===== src/rtl/cs_arbiter_pkg.sv =====
// ============================================================================
// Module   : cs_arbiter_pkg
// Purpose  : Shared constants for the chip-select arbiter: requester count,
//            index width and FSM state encoding.
// Revision : 1.0 - initial release
// ============================================================================
`default_nettype none

package cs_arbiter_pkg;

  localparam int NREQ  = 8;
  localparam int IDX_W = 3;

  localparam logic [1:0] IDLE  = 2'd0;
  localparam logic [1:0] GRANT = 2'd1;
  localparam logic [1:0] GAP   = 2'd2;

endpackage

`default_nettype wire


===== src/rtl/cs_arbiter_if.sv =====
// ============================================================================
// Module   : cs_arbiter_if
// Purpose  : Request / chip-select bundle between the requesters and the
//            arbiter; master is the arbiter side, slave the requester side.
// Revision : 1.0 - initial release
// ============================================================================
`default_nettype none

interface cs_arbiter_if;
  import cs_arbiter_pkg::*;

  logic [NREQ-1:0]  req;
  logic [NREQ-1:0]  cs;
  logic [IDX_W-1:0] sel;
  logic             en;
  logic             tmo;

  modport master (input req, output cs, output sel, output en, output tmo);
  modport slave  (output req, input cs, input sel, input en, input tmo);

endinterface

`default_nettype wire


===== src/rtl/cs_dec3to8.sv =====
// ============================================================================
// Module   : cs_dec3to8
// Purpose  : Combinational 3-to-8 one-hot decoder with enable; all outputs
//            are zero while the enable is low.
// Revision : 1.0 - initial release
// ============================================================================
`default_nettype none

module cs_dec3to8
  import cs_arbiter_pkg::*;
(
  input  wire logic [IDX_W-1:0] i_sel,
  input  wire logic             i_en,
  output logic      [NREQ-1:0]  o_cs
);

  always_comb begin
    o_cs = '0;
    if (i_en) begin
      o_cs[i_sel] = 1'b1;
    end
  end

endmodule

`default_nettype wire


===== src/rtl/cs_arbiter.sv =====
// ============================================================================
// Module   : cs_arbiter
// Purpose  : 8-way round-robin chip-select arbiter with minimum hold time and
//            a one-cycle break-before-make gap between grants.
//            Optional forced release after TIMEOUT cycles: define CS_TIMEOUT_EN.
// Revision : 1.0 - initial release
// ============================================================================
`default_nettype none

module cs_arbiter
  import cs_arbiter_pkg::*;
#(
  parameter int HOLD_MIN = 2,
  parameter int TIMEOUT  = 16
)(
  input  wire logic    clk,
  input  wire logic    rst_n,
  cs_arbiter_if.master bus
);

  localparam logic [7:0] c_hold_last = 8'(HOLD_MIN - 1);
  localparam logic [7:0] c_tmo_last  = 8'(TIMEOUT - 1);
  localparam logic [7:0] c_hold_sat  = 8'hFF;

  logic [1:0]       r_state;
  logic [IDX_W-1:0] r_sel;
  logic [IDX_W-1:0] r_ptr;
  logic             r_en;
  logic [7:0]       r_hold;
  logic [IDX_W-1:0] w_win;
  logic [NREQ-1:0]  w_cs;

  // Scan from ptr+1 upward with wrap; descending offsets let the nearest hit win.
  function automatic logic [IDX_W-1:0] rr_pick(input logic [NREQ-1:0]  req,
                                               input logic [IDX_W-1:0] ptr);
    logic [IDX_W-1:0] idx;
    rr_pick = ptr;
    for (int off = NREQ; off >= 1; off--) begin
      idx = ptr + IDX_W'(off);
      if (req[idx]) begin
        rr_pick = idx;
      end
    end
  endfunction

  assign w_win = rr_pick(bus.req, r_ptr);

`ifdef CS_TIMEOUT_EN
  logic r_tmo;
`endif

  always_ff @(posedge clk or negedge rst_n) begin
    if (!rst_n) begin
      r_state <= IDLE;
      r_sel   <= '0;
      r_ptr   <= IDX_W'(NREQ - 1);
      r_en    <= 1'b0;
      r_hold  <= '0;
`ifdef CS_TIMEOUT_EN
      r_tmo   <= 1'b0;
`endif
    end else begin
`ifdef CS_TIMEOUT_EN
      r_tmo <= 1'b0;
`endif
      case (r_state)
        IDLE, GAP: begin
          if (|bus.req) begin
            r_state <= GRANT;
            r_sel   <= w_win;
            r_ptr   <= w_win;
            r_en    <= 1'b1;
            r_hold  <= '0;
          end else begin
            r_state <= IDLE;
          end
        end
        GRANT: begin
          if (r_hold != c_hold_sat) begin
            r_hold <= r_hold + 8'd1;
          end
          if (!bus.req[r_sel] && (r_hold >= c_hold_last)) begin
            r_state <= GAP;
            r_en    <= 1'b0;
          end
`ifdef CS_TIMEOUT_EN
          // Reached only with req[sel] still high, since TIMEOUT > HOLD_MIN.
          else if (r_hold == c_tmo_last) begin
            r_state <= GAP;
            r_en    <= 1'b0;
            r_tmo   <= 1'b1;
          end
`endif
        end
        default: begin
          r_state <= IDLE;
          r_en    <= 1'b0;
        end
      endcase
    end
  end

  cs_dec3to8 u_dec (
    .i_sel (r_sel),
    .i_en  (r_en),
    .o_cs  (w_cs)
  );

  assign bus.cs  = w_cs;
  assign bus.sel = r_sel;
  assign bus.en  = r_en;

`ifdef CS_TIMEOUT_EN
  assign bus.tmo = r_tmo;
`else
  logic w_unused_timeout;
  assign w_unused_timeout = ^c_tmo_last;
  assign bus.tmo = 1'b0;
`endif

endmodule

`default_nettype wire


===== src/flat_wrapper.sv =====
// flat-port wrapper written by rule: the top's interface ports become plain ports
module cs_arbiter_flat import cs_arbiter_pkg::*;
#(
  parameter int HOLD_MIN = 2,
  parameter int TIMEOUT  = 16
)
  (clk, rst_n, bus_req, bus_cs, bus_sel, bus_en, bus_tmo);
  cs_arbiter_if bus_i ();
  input  wire logic clk;
  input  wire logic rst_n;
  input wire logic [$bits(bus_i.req)-1:0] bus_req;
  output wire logic [$bits(bus_i.cs)-1:0] bus_cs;
  output wire logic [$bits(bus_i.sel)-1:0] bus_sel;
  output wire logic [$bits(bus_i.en)-1:0] bus_en;
  output wire logic [$bits(bus_i.tmo)-1:0] bus_tmo;
  assign bus_i.req = bus_req;
  assign bus_cs = bus_i.cs;
  assign bus_sel = bus_i.sel;
  assign bus_en = bus_i.en;
  assign bus_tmo = bus_i.tmo;
  cs_arbiter #(.HOLD_MIN(HOLD_MIN), .TIMEOUT(TIMEOUT)) u_core (.clk(clk), .rst_n(rst_n), .bus(bus_i));
endmodule

===== config.mk =====
export PLATFORM = sky130hd
export DESIGN_NAME = cs_arbiter_flat
export DESIGN_NICKNAME = d
export VERILOG_FILES = /design/src/rtl/cs_arbiter_pkg.sv /design/src/rtl/cs_arbiter_if.sv /design/src/rtl/cs_dec3to8.sv /design/src/rtl/cs_arbiter.sv /design/src/flat_wrapper.sv
export SDC_FILE = /design/constraint.sdc
export NUM_CORES = 1
export LEC_CHECK = 0
export ABC_AREA = 1
export CAP_MARGIN = 15
export CORE_MARGIN = 1
export CORE_UTILIZATION = 49
export DETAILED_ROUTE_END_ITERATION = 16
export PLACE_DENSITY = 0.76
export SYNTH_ARGS = -nofsm -noshare
export SYNTH_HDL_FRONTEND = slang
export SYNTH_SLANG_ARGS = --single-unit

===== constraint.sdc =====
create_clock -name clk -period 1.8 [get_ports clk]
set_input_delay 0.54 -clock clk [delete_from_list [all_inputs] [get_ports clk]]
set_output_delay 0.54 -clock clk [all_outputs]
set_load 0.005 [all_outputs]

Yosys cells after proc, flatten, opt, wreduce, memory -nomap -nowiden

Cells that the tools add are included.

Flip-flop bits (word level): 17
Input bits: 10
Logic and storage cells: 74

Add/sub/neg operators: 8
$lt $le $gt $ge: 10
Eq/ne operators: 6
Multiplexer cells: 35
Reduce and logical (&&, ||, !) cells: 10

Operator list:

| cell                                                 | number |
|---|---|
| < comparator 3 x 4 -> 1 bit (second input constant)  | 8 |
| binary-select mux 1 bit (select 3 bit)               | 8 |
| 2-to-1 mux 8 bit                                     | 3 |
| 2-to-1 mux 3 bit                                     | 7 |
| one-hot mux 8 bit (2 select lines)                   | 1 |
| adder 3 bit (second input constant)                  | 4 |
| 2-to-1 mux 1 bit                                     | 12 |
| adder 8 x 1 -> 8 bit (second input constant)         | 1 |
| >= comparator 8 x 1 -> 1 bit (second input constant) | 1 |
| != test 8 bit (second input constant)                | 1 |
| OR reduction 8 bit                                   | 1 |
| adder 3 x 2 -> 3 bit (second input constant)         | 2 |
| != test 2 x 1 -> 1 bit (second input constant)       | 3 |
| one-hot mux 2 bit (2 select lines)                   | 1 |
| AND reduction 2 bit                                  | 2 |
| adder 3 x 1 -> 3 bit (second input constant)         | 1 |
| demux 1 bit (select 3 bit)                           | 1 |
| >= comparator 3 x 1 -> 1 bit (second input constant) | 1 |
| AND reduction 3 bit                                  | 1 |
| equality test 2 x 1 -> 1 bit (second input constant) | 1 |
| equality test 2 bit (second input constant)          | 1 |
| logical AND 1 bit                                    | 2 |
| zero test 2 bit                                      | 1 |
| 2-to-1 mux 2 bit                                     | 1 |
| other kinds (4)                                      | 4 |

Logic depth before layout (Yosys ltp)

Word-level depth: 10
Mapped depth: 19

Modules after synthesis

From an unflattened synthesis, not the netlist that was laid out.

Cell total of the unflattened synthesis: 251
Area, all modules: 1521.5 sq um

Modules (own cells, without submodules):

| module     | instances | cells each | area an instance (sq um) | seq. area each (sq um) |
|---|---|---|---|---|
| cs_arbiter | 1         | 234        | 1457.6                   | 429.2 |
| cs_dec3to8 | 1         | 17         | 63.8                     | 0.0 |

Least setup slack after synthesis

Ideal clock, no wire load.

Path type: register to register
Start point: register u_core.r_ptr[1]
End point: register u_core.r_sel[1], in the netlist u_core.bus.sel[1]
Setup time: 0.118 ns
Arrival: 1.888 ns
Data required time: 1.682 ns
Slack: -0.206 ns
Cell stages (with the launch flop): 16
Clock period less this slack: 2.006 ns
Cells stage by stage: dfstp_2 -> buf_4 -> inv_4 -> ha_1 -> inv_2 -> nand3_1 -> nand3_2 -> nand2_2 -> a21oi_1 -> nand2_1 -> nand2_1 -> nand2_1 -> nand2_1 -> nand2_1 -> nand2_1 -> nand2_1

Word-level cells in the longest chain between the ends: 10

Ends and longest elaborated chain:

| what                                   | line             | text |
|---|---|---|
| start: declaration                     | cs_arbiter.sv:27 | `logic [IDX_W-1:0] r_ptr;` |
| start signal: assignment               | cs_arbiter.sv:56 | `r_ptr <= IDX_W'(NREQ - 1);` |
| start signal: assignment               | cs_arbiter.sv:71 | `r_ptr <= w_win;` |
| adder 3 bit                            | cs_arbiter.sv:39 | `idx = ptr + IDX_W'(off);` |
| binary-select mux 1 bit (select 3 bit) | cs_arbiter.sv:40 | `if (req[idx]) begin` |
| 2-to-1 mux 1 bit (not written as such) | cs_arbiter.sv:40 |  |
| 2-to-1 mux 3 bit (6 in a row)          | cs_arbiter.sv:40 |  |
| 2-to-1 mux 3 bit *                     | cs_arbiter.sv:40 |  |
| end signal: assignment                 | cs_arbiter.sv:70 | `r_sel <= w_win;` |
| end: declaration                       | cs_arbiter.sv:26 | `logic [IDX_W-1:0] r_sel;` |

Mark *: on every way between the ends. The rest lies on a longest branch, timed or not. The select of a mux whose other input is x is not followed.
A chain may end at the register's enable or synchronous reset.

Worst setup path in the final report

Ends and elaborated chain as after synthesis.

==> run_results.csv <==
group,metric,value,unit
timing,period_minus_slack,1.99,ns
finish,final_nets,327,
route,via_count,1957,
hold_path,min_path_type,"reg -> reg",
clock_tree,clkLatencyLatePin,0.29,ns
finish,multiInputGateArea,1180,µm²
floorplan,rows,19,
timing,post-route-worst-setup-slack,-0.191,ns
clock_tree,ctsHoldBuffers,0,
clock_tree,cts_made_buffers,3,
yosys,syn_nets,264,
grt,grt_pass1_wl,7.42,mm
setup_path,end_kind,"flop",
setup_path,cpPeakStageDelay,0.60,ns
status,violations,"negative setup slack",
floorplan,coreArea,2880,µm²
setup_path,arrival,2.18,ns
yosys,avgSynthCellArea,6.20,µm²
floorplan,start_util,53.6,%
finish,n_antenna_cell,0,
clock_tree,clkSlewWorstSetupHoldPaths,0.10,ns
clock_tree,cts_tree,"yes",
grt,grt_max_degree,18,
setup_path,critPathLaunchType,"flop",
floorplan,die-height,58.1,µm
finish,seqCellArea,432,µm²
timing,period_share,111,%
route,via_per_inst,5.54,
status,outcome,"finished with violations",
place,hpwl,3.29,mm
floorplan,dieWidth,58.1,µm
place,gp_congestion,0.851,
timing,fmax,502,MHz
place,placedCellCount,336,
timing,grt_setup_unrepaired,"yes",
setup_path,cp_max_fo,6,
setup_path,worst-setup-path-type,"reg -> reg",
yosys,synth_warnings,0,
yosys,ys_seq_area_share,27.8,%
grt,grt_antenna_before_repair,0,
route,wl_per_cell,15.3,µm
route,drc_errors,0,
floorplan,num_io_pins,23,
route,drtIter0Drc,202,
grt,globalRouteOverflowTotal,0,
route,drt-pass1-iter-count,5,
finish,fin_cells,353,
yosys,netlist_area,1540,µm²
timing,setup_violations,6,
setup_path,cp_slowest_cell,"dfstp_2",
timing,finalHoldViolCount,0,
timing,slew_violations,0,
timing,hold_slack,0.512,ns
yosys,synth_seq_cells,17,
yosys,postSynthCellCount,249,
flow_run,drv_cap,0,
finish,syn2layout_area_growth,52.4,%
clock_tree,clockBufferDepth,2,
clock_tree,htreeDepth,1,
setup_path,crit_path_frequent_cell,"nand2_1",
floorplan,die_area,3380,µm²
timing,setup_tns,-0.959,ns
grt,grt_usage,28.3,%
finish,utilization,81.7,%
clock_tree,cts-root-buf,"clkbuf_4",
place,io_buffers,21,
setup_path,critPathBufInv,1,
route,antenna_left,0,
timing,finClkSkew,0.00727,ns
yosys,synth_cell_type_count,26,
finish,drive_above_1_share,40.8,%
setup_path,cp_top_family,"simple AND/OR/NAND/NOR gates",
route,wirelength,5.39,mm
clock_tree,cts.sinks,17,
setup_path,required,1.99,ns
finish,nFillCells,196,
setup_path,worstPathCellList,"inv_6, ha_4, nand3_2, nand3_4, nand2_2, a21oi_1, nand2_1, nand2_1, nand2_1, nand2_1, nand2_1, nand2_1, nand2_1",
grt,grt_pass1_vias,1702,
## cells in the final DEF, fill, tap and decap left out, drive strengths merged
| master | instances |
|---|---|
| nor2 | 26 |
| a21oi | 13 |
| dlygate4sd2 | 11 |
| clkdlybuf4s50 | 1 |
| xnor2 | 1 |
| inv | 34 |
| dfstp | 3 |
| dfrtp | 14 |
| nor3 | 4 |
| o22ai | 1 |
| clkinv | 1 |
| clkbuf | 4 |
| clkdlybuf4s15 | 2 |
| nand4 | 1 |
| nand2 | 95 |
| a31oi | 1 |
| conb | 1 |
| a32o | 2 |
| ha | 5 |
| buf | 48 |
| nand3 | 38 |
| o21ai | 5 |
## worst reg2reg max path: stages (launching register included)
cell     delay, ns
dfstp_2       0.60
inv_6         0.04
ha_4          0.36
nand3_2       0.15
nand3_4       0.12
nand2_2       0.09
a21oi_1       0.13
nand2_1       0.06
nand2_1       0.05
nand2_1       0.05
nand2_1       0.05
nand2_1       0.05
nand2_1       0.07
nand2_1       0.06
## metal layers
| metal | part of all wire, % | up-vias | global-route usage, % | routed length (µm) |
|---|---|---|---|---|
| met5 | 0 | - | 0 | 0 |
| met4 | 3.6 | 0 | 7.14 | 195 |
| met3 | 4.9 | 25 | 2.23 | 263 |
| met2 | 51 | 94 | 53.9 | 2760 |
| met1 | 40 | 924 | 34.0 | 2170 |
| li1 | - | 914 | - | - |
## cells by family (layout without fill, tap and decap cells)
logic type,after synthesis,count (layout),synth area share (%)
flip-flops,17,17,27.8
XOR/XNOR,1,1,0.568
other,1,1,0.243
AND/OR/NAND/NOR,164,164,48.2
AO/OA/AOI/OAI,22,22,7.95
adder cells (fa/ha/maj),5,5,4.06
buffers and inverters,39,101,11.2
## sequential cells by signal, summed over array words and instances, names as in the netlist
signal	count
u_core.r_hold	8
u_core.bus.en	1
u_core.bus.sel	3
u_core.r_state	2
u_core.r_ptr	3
## timing repair
item,CTS,global route
buffers inserted,9,4
gates cloned,0,0
setup endpoints to repair,20,17
pin swaps,9,16
gates resized for setup,54,51
## synth_stat cells
library cell  count  share of area (%)
a21oi_1          13                4.2
a31oi_1           1               0.41
a32o_1            2                1.3
buf_4             2               0.97
buf_6             2                1.5
clkinv_2          1               0.32
conb_1            1               0.24
dfrtp_1          14                 23
dfstp_2           3                5.1
ha_1              5                4.1
inv_1            25                6.1
inv_2             8                1.9
inv_4             1               0.41
nand2_1          85                 21
nand2_2          10                4.1
nand3_1          31                 10
nand3_2           7                4.5
nand4_1           1               0.41
nor2_1           23                5.6
nor2_2            2               0.81
nor2_4            1               0.73
nor3_1            4                1.3
o21ai_0           4                1.3
o21ai_1           1               0.32
o22ai_1           1               0.41
xnor2_1           1               0.57
## stage by stage
stage / area (µm²) / setup WS [ns]
after detailed placement: 2020 / -0.428
after CTS: 2130 / -0.117
after floorplan: 1580 / -0.0285
after global routing: 2350 / -0.298
after global placement: 2020 / -0.341
final: 2350 / -0.191
## final timing paths
path	to	depth (start not counted)	slack, ns	start
hold / removal	u_core.r_state[1]$_DFFE_PN0P_	3	0.51	u_core.r_state[1]$_DFFE_PN0P_
max in group asynchronous	u_core.r_ptr[0]$_DFFE_PN1P_	2	0.99	rst_n
setup / recovery	u_core.bus.sel[1]$_DFFE_PN0P_	13	-0.19	u_core.r_ptr[1]$_DFFE_PN1P_
min in group asynchronous	u_core.r_hold[2]$_DFFE_PN0P_	2	0.55	rst_n
setup reg to reg	u_core.bus.sel[1]$_DFFE_PN0P_	13	-0.19	u_core.r_ptr[1]$_DFFE_PN1P_
hold reg to reg	u_core.r_state[1]$_DFFE_PN0P_	3	0.51	u_core.r_state[1]$_DFFE_PN0P_
## cell type report
class	count	share of cell area [%]
multi-input cells	193	50.1
repair buffers	62	21.8
flip-flops and latches	17	18.4
inverters	35	6.39
well taps	42	2.24
clock buffers	4	1.12
Power is not shown: default switching activity piles up to over one toggle a cycle in this logic, so the estimate is an artifact.
